[src/rtl/seg7_pkg.sv]
// seg7_pkg: shared constants and active-low hex decode for the 4-digit scanned display
package seg7_pkg;
  localparam int NUM_DIGITS = 4;
  localparam logic [6:0] SEG_BLANK = 7'h7F;
  localparam logic [6:0] SEG_TABLE [16] = '{
    7'h40, 7'h79, 7'h24, 7'h30, 7'h19, 7'h12, 7'h02, 7'h78,
    7'h00, 7'h10, 7'h08, 7'h03, 7'h46, 7'h21, 7'h06, 7'h0E
  };
  function automatic logic [6:0] decode(input logic [3:0] n);
    return SEG_TABLE[n];
  endfunction
endpackage

[src/rtl/seg7_scan_sync_edge.sv]
// sync_edge: multi-flop synchronizer for a slow async input, plus a one-cycle rising-edge pulse
module sync_edge #(
  parameter int STAGES = 2
) (
  input  logic clk,
  input  logic rst,
  input  logic d,
  output logic level,
  output logic rise
);
  logic [STAGES-1:0] sr;
  logic prev;
  always_ff @(posedge clk) begin
    if (rst) begin
      sr <= '0;
      prev <= 1'b0;
    end else begin
      sr <= {sr[STAGES-2:0], d};
      prev <= sr[STAGES-1];
    end
  end
  assign level = sr[STAGES-1];
  assign rise = level & ~prev;
endmodule

[src/rtl/seg7_scan.sv]
// seg7_scan: 4-digit active-low 7-segment multiplexer driven by re-timed 100 Hz / 5 Hz square waves
// Optional SEG7_LEADING_ZERO_BLANK_EN blanks leading zero digits (digit 0 always shown).
module seg7_scan
  import seg7_pkg::*;
#(
  parameter int SYNC_STAGES = 2
) (
  input  logic                    master_clk,
  input  logic                    rst,
  input  logic                    clk_100,
  input  logic                    clk_5,
  input  logic [4*NUM_DIGITS-1:0] digits,
  input  logic [NUM_DIGITS-1:0]   dp_in,
  input  logic [NUM_DIGITS-1:0]   blink_mask,
  output logic [NUM_DIGITS-1:0]   an,
  output logic [6:0]              seg,
  output logic                    dp
);
  logic tick, blink_lvl, unused_lvl, unused_rise, blank, lz;
  logic [1:0] idx;
  logic [3:0] nib;
  sync_edge #(.STAGES(SYNC_STAGES)) u_refresh (
    .clk(master_clk), .rst(rst), .d(clk_100), .level(unused_lvl), .rise(tick)
  );
  sync_edge #(.STAGES(SYNC_STAGES)) u_blink (
    .clk(master_clk), .rst(rst), .d(clk_5), .level(blink_lvl), .rise(unused_rise)
  );
  assign nib = digits[{idx, 2'b00} +: 4];
  assign blank = blink_mask[idx] & blink_lvl;
`ifdef SEG7_LEADING_ZERO_BLANK_EN
  assign lz = (idx != 2'd0) && ((digits >> {idx, 2'b00}) == '0);
`else
  assign lz = 1'b0;
`endif
  // an stays driven during blink so every digit gets the same duty cycle
  always_ff @(posedge master_clk) begin
    if (rst) begin
      an <= '1;
      seg <= SEG_BLANK;
      dp <= 1'b1;
      idx <= '0;
    end else if (tick) begin
      an <= ~(NUM_DIGITS'(1) << idx);
      seg <= (blank || lz) ? SEG_BLANK : decode(nib);
      dp <= blank | ~dp_in[idx];
      idx <= idx + 2'd1;
    end
  end
endmodule

[config.mk]
export PLATFORM = sky130hd
export DESIGN_NAME = seg7_scan
export DESIGN_NICKNAME = d
export VERILOG_FILES = /design/src/rtl/seg7_pkg.sv /design/src/rtl/seg7_scan_sync_edge.sv /design/src/rtl/seg7_scan.sv
export SDC_FILE = /design/constraint.sdc
export NUM_CORES = 1
export LEC_CHECK = 0
export CORE_MARGIN = 10
export CORE_UTILIZATION = 47
export DETAILED_ROUTE_END_ITERATION = 6
export PLACE_DENSITY = 0.91
export REMOVE_ABC_BUFFERS = 1
export SYNTH_ARGS = -nofsm -noshare
export SYNTH_HDL_FRONTEND = slang
export SYNTH_SLANG_ARGS = --single-unit
[constraint.sdc]
create_clock -name master_clk -period 6.4 [get_ports master_clk]
set_input_delay 1.28 -clock master_clk [delete_from_list [all_inputs] [get_ports master_clk]]
set_output_delay 1.28 -clock master_clk [all_outputs]
set_load 0.05 [all_outputs]
==> results of run 1 <==
[synth_stat cells, types with 2 or more instances]
cell      count  area share, %
o22a_1        3            2.3
nand2_1       5            1.7
inv_1         5            1.7
clkbuf_1      2           0.67
and2_1        2            1.1
buf_2         2           0.89
dfxtp_1      19             34
nor2b_1       6            3.3
o32a_1        4            3.6
nand2b_1      5            2.8
ha_1         10             11
nor2_1        8            2.7
mux4_2        3            6.0
nor3b_1       2            1.3
mux2_2        2            2.0
a211o_1       4            3.1
a21boi_0      2            1.3
xnor2_1       5            3.9
mux4_1        4            9.3
a21oi_1       3            1.3
[layout make-up]
type / count / area [sq um]
fillers: 180 / 707
multi-input cells: 75 / 693
repair buffers: 39 / 390
flip-flops and latches: 19 / 380
well taps: 28 / 35.0
clock buffers: 3 / 22.5
inverters: 5 / 18.8
clock inverters: 1 / 7.51
[power by group through the flow]
stage	registers [mW]	logic, mW	clock network, mW
floorplan	0.144	0.0357	0
global placement	0.131	0.0798	0
detailed placement	0.131	0.0826	0
CTS	0.128	0.0828	0.0659
global route	0.129	0.0891	0.0709
finish	0.128	0.0829	0.0649
[logic make-up after synthesis]
kind of cell | after synthesis | share of synthesized area, %
muxes | 10 | 18.2
DFF | 19 | 33.8
and+or+nand+nor | 30 | 14.0
AOI/OAI and AO/OA | 20 | 14.3
adders and majority gates | 10 | 11.1
buffers and inverters | 11 | 4.56
xor gates and xnor gates | 5 | 3.89
[stage by stage]
| step | power [mW] | instances | area (sq um) | hold slack, ns |
|---|---|---|---|---|
| detailed placement | 0.214 | 166 | 1520 | 0.426 |
| floorplan | 0.179 | 99 | 1090 | 0.414 |
| global placement | 0.210 | 166 | 1520 | 0.422 |
| CTS | 0.277 | 170 | 1550 | 0.454 |
| finish | 0.276 | 170 | 1550 | 0.452 |
| global route | 0.289 | 170 | 1550 | 0.477 |
[registers in the layout (all words and copies together) (netlist names)]
| signal | flops |
|---|---|
| u_refresh.prev | 1 |
| u_refresh.sr | 2 |
| u_blink.sr | 2 |
| an | 4 |
| dp | 1 |
| seg | 7 |
| idx | 2 |
[path summary, 6_finish.rpt]
kind / from / end
min reg2reg: u_refresh.sr[0] / u_refresh.sr[1]
min: u_refresh.sr[0] / u_refresh.sr[1]
max reg2reg: idx[0] / seg[1]
max: digits[5] / seg[1]
[worst max-delay path, stage by stage]
cell             delay [ns]
clkdlybuf4s50_1        0.41
mux4_1                 0.63
inv_1                  0.16
ha_1                   0.24
o21a_1                 0.20
mux2_2                 0.26
o22a_1                 0.17
[per-layer routing]
layer  vias to the layer above  routed length [um]  track usage, %
li1                        452                   -               -
met1                       430                 968            10.7
met2                        28                1600            25.2
met3                         6                 155            3.54
met4                         0                  39            3.94
met5                         -                   0               0
==> summary.md, run 1 <==
| Metric | Value |
|---|---|
| Run status | `completed` |
| Final Cycle Share | `49.0%` |
| CTS Sinks | `19` |
| Syn avg cell area | `10.7 sq um` |
| Die area | `0.00475 sq mm` |
| Skew-Pair Late Insertion Delay | `0.31 ns` |
| Worst IR Drop VDD | `0.150 mV` |
| Row count | `17` |
| DR vias/cell | `5.39` |
| Skew final | `0.00344 ns` |
| Final setup violation count | `0` |
| Final min period | `3.14 ns` |
| EDFF count, synth | `0` |
| H-tree Lvls | `1` |
| Power share of the sequential group | `46.5%` |
| Yosys warnings | `0` |
| Dpl hpwl | `2290 um` |
| TritonCTS buffer count | `3` |
| Clock share of power | `23.5%` |
| # DRC | `0` |
| I/O pin count | `40` |
| Max-slew violations | `0` |
| Drt pass-1 iters | `4` |
| Crit-path max FO | `6` |
| Setup WS post-layout | `3.26 ns` |
| Post-cts resize count | `0` |
| Vias in the first global route | `986` |
| Finished Core Util | `68.6%` |
| Switching share of power | `30.8%` |
| Root buffer cell | `clkbuf_4` |
| Gate Count Post-Synth | `105` |
| Vias | `916` |
| Final WL | `2770 um` |
| Total core area | `0.00225 sq mm` |
| Largest net degree at the start of global routing | `15` |
| Combinational share of power | `30.0%` |
| GRT Total Usage | `12.2%` |
| CTS tree | `built` |
| Power Internal | `0.191 mW` |
| Reg2Reg Depth | `6` |
| Slew @ Worst Pin | `0.523 ns` |
| Pwr/cell area | `178 mW/mm^2` |
| Overflow after GRT | `0` |
| Layout cells sized above 1 | `7.04%` |
| Clk buf depth | `2` |
| Setup TNS | `0 ns` |
| Post-synthesis sequential area ratio | `33.8%` |
| Worst endpoint required time | `6.61 ns` |
| Diodes inserted | `0` |
| Async SR Flop Fraction | `0%` |
| Ys flop type | `dfxtp_1` |
| Die Wd | `68.9 um` |
| Initial Utilization | `49.9%` |
| CP arrival | `3.35 ns` |
| Starting DRT DRC Count | `82` |
| Post-place setup slack | `2.91 ns` |
| Clk pin slew, worst setup/hold paths | `0.11 ns` |
| Critical path start-end classification | `primary input to flip-flop` |
| CP endpoint kind | `flip-flop` |
| Hold Path Cell Cnt | `1` |
| Endpoints failing hold | `0` |
| Startpoint Class | `primary input` |
| Most common cell after layout, fill and taps aside | `clkdlybuf4s50_1` |
| Average wire per standard cell | `16.3 um` |
| Post-route ant nets | `0` |
| HP Class | `flip-flop to flip-flop` |
| Yosys cell types | `29` |
| Initial antenna violation count | `0` |
| Max frequency | `0.319 GHz` |
| Most frequent cells in the layout | `clkdlybuf4s50_1, dfxtp_1, ha_1, nor2_1, nor2b_1` |
| IO buf count | `39` |
| Rel. slew slack | `65.2%` |
| First-pass GRT wire length | `4370 um` |
| Final GP Congestion | `0.746` |
| P&R area growth vs syn | `37.6%` |
| Postcts setup bufs | `0` |
| Mapped Area | `0.00112 sq mm` |
| Max Cap Viol | `0` |
| # nets final | `181` |
| # hold bufs at CTS | `0` |
| Pleak | `0.606 nW` |
| Synth Register Bits | `19` |
| Sw Pwr | `0.0849 mW` |
| Height of the chip | `68.9 um` |
| RSZ-0062 raised after global routing | `no` |
| Flop2flop setup slack | `3.90 ns` |
No activity file was read; power rests on OpenSTA's default activity.
==> run 2: changes to the inputs <==
Settings changed: CORE_UTILIZATION 47 to 40, PLACE_DENSITY 0.91 to 0.83.
Clock period 6.4 ns to 2.75 ns, I/O delays scaled along.
==> summary.md, run 2 (synthesis gave the netlist of run 1 again) <==
| Metric | Value |
|---|---|
| DR WL met2 | `1470 um (was 1600 um)` |
| Overflow after GRT | `0 (unchanged)` |
| H-tree Lvls | `1 (unchanged)` |
| DR vias/cell | `5.27 (was 5.39)` |
| Height of the chip | `73.0 um (was 68.9 um)` |
| Fillers | `228 (was 180)` |
| Tot Pwr | `0.638 mW (was 0.276 mW)` |
| # hold bufs at CTS | `0 (unchanged)` |
| Buf+Inv Stages, Crit Path | `2 (unchanged)` |
| WP depth | `7 (unchanged)` |
| Die area | `0.00533 sq mm (was 0.00475 sq mm)` |
| Critical path's top delay family | `multiplexers (unchanged)` |
| Clk buf depth | `2 (unchanged)` |
| Pwr/cell area | `406 mW/mm^2 (was 178 mW/mm^2)` |
| Final WL | `2800 um (was 2770 um)` |
| Final GP Congestion | `0.751 (was 0.746)` |
| Setup TNS | `0 ns (unchanged)` |
| Power share of the sequential group | `46.6% (was 46.5%)` |
| Worst endpoint required time | `2.96 ns (was 6.61 ns)` |
| Top reg by flops | `seg (unchanged)` |
| Inst Count DP | `172 (was 166)` |
| Dpl hpwl | `2290 um (about the same)` |
| GRT Total Usage | `10.4% (was 12.2%)` |
| Pleak | `0.625 nW (was 0.606 nW)` |
| Vias | `927 (was 916)` |
| Postcts setup bufs | `0 (unchanged)` |
| Slew @ Worst Pin | `0.538 ns (was 0.523 ns)` |
| Run status | `completed (unchanged)` |
| Flop2flop setup slack | `0.41 ns (was 3.90 ns)` |
| Max frequency | `0.421 GHz` |
| Vias in the first global route | `992 (was 986)` |
| Clock share of power | `22.5% (was 23.5%)` |
| Rel. slew slack | `64.1% (was 65.2%)` |
| Startpoint Class | `primary input (unchanged)` |
| P&R area growth vs syn | `39.7% (was 37.6%)` |
| Root buffer cell | `clkbuf_4 (unchanged)` |
| HP Class | `flip-flop to flip-flop (unchanged)` |
| Final min period | `2.37 ns` |
| I/O pin count | `40 (unchanged)` |
| Switching share of power | `30.0% (was 30.8%)` |
| R2R Path Start | `idx[0] (unchanged)` |
| Max Cap Viol | `0 (unchanged)` |
| Initial Utilization | `41.1% (was 49.9%)` |
| RSZ-0062 raised after global routing | `no (unchanged)` |
| Skew-Pair Late Insertion Delay | `0.31 ns (about the same)` |
| Most frequent cells in the layout | `clkdlybuf4s50_1, dfxtp_1, ha_1, nor2_1, nor2b_1 (unchanged)` |
| Total core area | `0.00273 sq mm (was 0.00225 sq mm)` |
| Slowest CP cell | `mux4_1 (unchanged)` |
| Crit-path max FO | `5 (was 6)` |
| Row count | `19 (was 17)` |
| Final std cells w/o fill | `176 (was 170)` |
| Starting DRT DRC Count | `23 (was 82)` |
| Uppermost layer routed | `met4 (unchanged)` |
| Layout cells sized above 1 | `8.97% (was 7.04%)` |
| Reg2Reg Depth | `6 (unchanged)` |
| Skew final | `0.0150 ns (was 0.00344 ns)` |
| Die Wd | `73.0 um (was 68.9 um)` |
| Final Cycle Share | `86.4%` |
| Largest regs | `seg (7), an (4) (unchanged)` |
| Sequence of cells on the critical path | `clkdlybuf4s50_1, mux4_1, inv_1, ha_1, o21a_1, mux2_2, o22a_1 (unchanged)` |
| Most common cell after layout, fill and taps aside | `clkdlybuf4s50_1 (unchanged)` |
| CP arrival | `2.59 ns (was 3.35 ns)` |
| Initial antenna violation count | `0 (unchanged)` |
| TritonCTS buffer count | `3 (unchanged)` |
| Power Internal | `0.447 mW (was 0.191 mW)` |
| First-pass GRT wire length | `4530 um (was 4370 um)` |
| Diodes inserted | `0 (unchanged)` |
| Post-route ant nets | `0 (unchanged)` |
| Drt pass-1 iters | `4 (unchanged)` |
| Setup WS post-layout | `0.375 ns (was 3.26 ns)` |
| Placed cell areas | `0.00154 sq mm (was 0.00152 sq mm)` |
| Max reg flops | `7 (unchanged)` |
| M1 wire length | `1080 um (was 968 um)` |
| Post-cts resize count | `0 (unchanged)` |
| Average wire per standard cell | `15.9 um (was 16.3 um)` |
| Final instance area | `0.00157 sq mm (was 0.00155 sq mm)` |
| # DRC | `0 (unchanged)` |
| Max-slew violations | `0 (unchanged)` |
| IO buf count | `39 (unchanged)` |
| Largest net degree at the start of global routing | `15 (unchanged)` |
| Reg2reg end | `seg[1] (unchanged)` |
| Combinational share of power | `31.0% (was 30.0%)` |
| Post-place setup slack | `0.0386 ns (was 2.91 ns)` |
| Final setup violation count | `0 (unchanged)` |
| Critical path start-end classification | `primary input to flip-flop (unchanged)` |
| Worst setup path startpoint | `digits[4] (was digits[5])` |
| Met3 wire len | `216 um (was 155 um)` |
| CTS tree | `built (unchanged)` |
| CP max stage delay | `0.60 ns (was 0.63 ns)` |
| Hold Path Cell Cnt | `1 (unchanged)` |
| CP endpoint kind | `flip-flop (unchanged)` |
| Clk pin slew, worst setup/hold paths | `0.12 ns (was 0.11 ns)` |
| Sw Pwr | `0.191 mW (was 0.0849 mW)` |
| # nets final | `184 (was 181)` |
| CTS Sinks | `19 (unchanged)` |
| Worst setup path endpoint | `seg[1] (unchanged)` |
| Worst IR Drop VDD | `0.508 mV (was 0.150 mV)` |
| Endpoints failing hold | `0 (unchanged)` |
==> run 2: layer usage <==
layer | global-route usage [%] | up-vias
met3 | 5.58 | 5
met4 | 2.74 | 0
met2 | 18.2 | 26
li1 | - | 458
met5 | 0 | -
met1 | 10.4 | 438
==> run 2: per-stage QoR <==
stage          hold slack (ns)  utilization (%)
2_1_floorplan            0.414                -
3_3_place_gp             0.417             56.5
3_5_place_dp             0.443             56.5
4_1_cts                  0.466             57.5
5_1_grt                  0.483             57.5
6_report                 0.466             57.5
==> run 2: power by group through the flow <==
stage	registers [mW]	clock network (mW)	logic (mW)
floorplan	0.335	0	0.0831
global placement	0.303	0	0.192
detailed placement	0.304	0	0.198
CTS	0.297	0.146	0.198
global route	0.299	0.157	0.213
finish	0.297	0.143	0.198
==> run 2: worst min-delay path by stage <==
stage	start	end
floorplan	u_blink.sr[0]	u_blink.sr[1]
global placement	u_refresh.sr[0]	u_refresh.sr[1]
detailed placement	u_blink.sr[0]	u_blink.sr[1]
CTS	u_blink.sr[0]	u_blink.sr[1]
global route	an[3]	an[3]
finish	u_blink.sr[0]	u_blink.sr[1]
==> run 2: layout make-up <==
cell class	count	area, sq um	share of cell area, %
timing repair buffer	42	413	26.3
clock inverter	1	5.00	0.318
multi-input combinational	75	693	44.1
inverter	5	18.8	1.19
clock buffer	3	22.5	1.43
sequential	19	380	24.2
tap	31	38.8	2.47
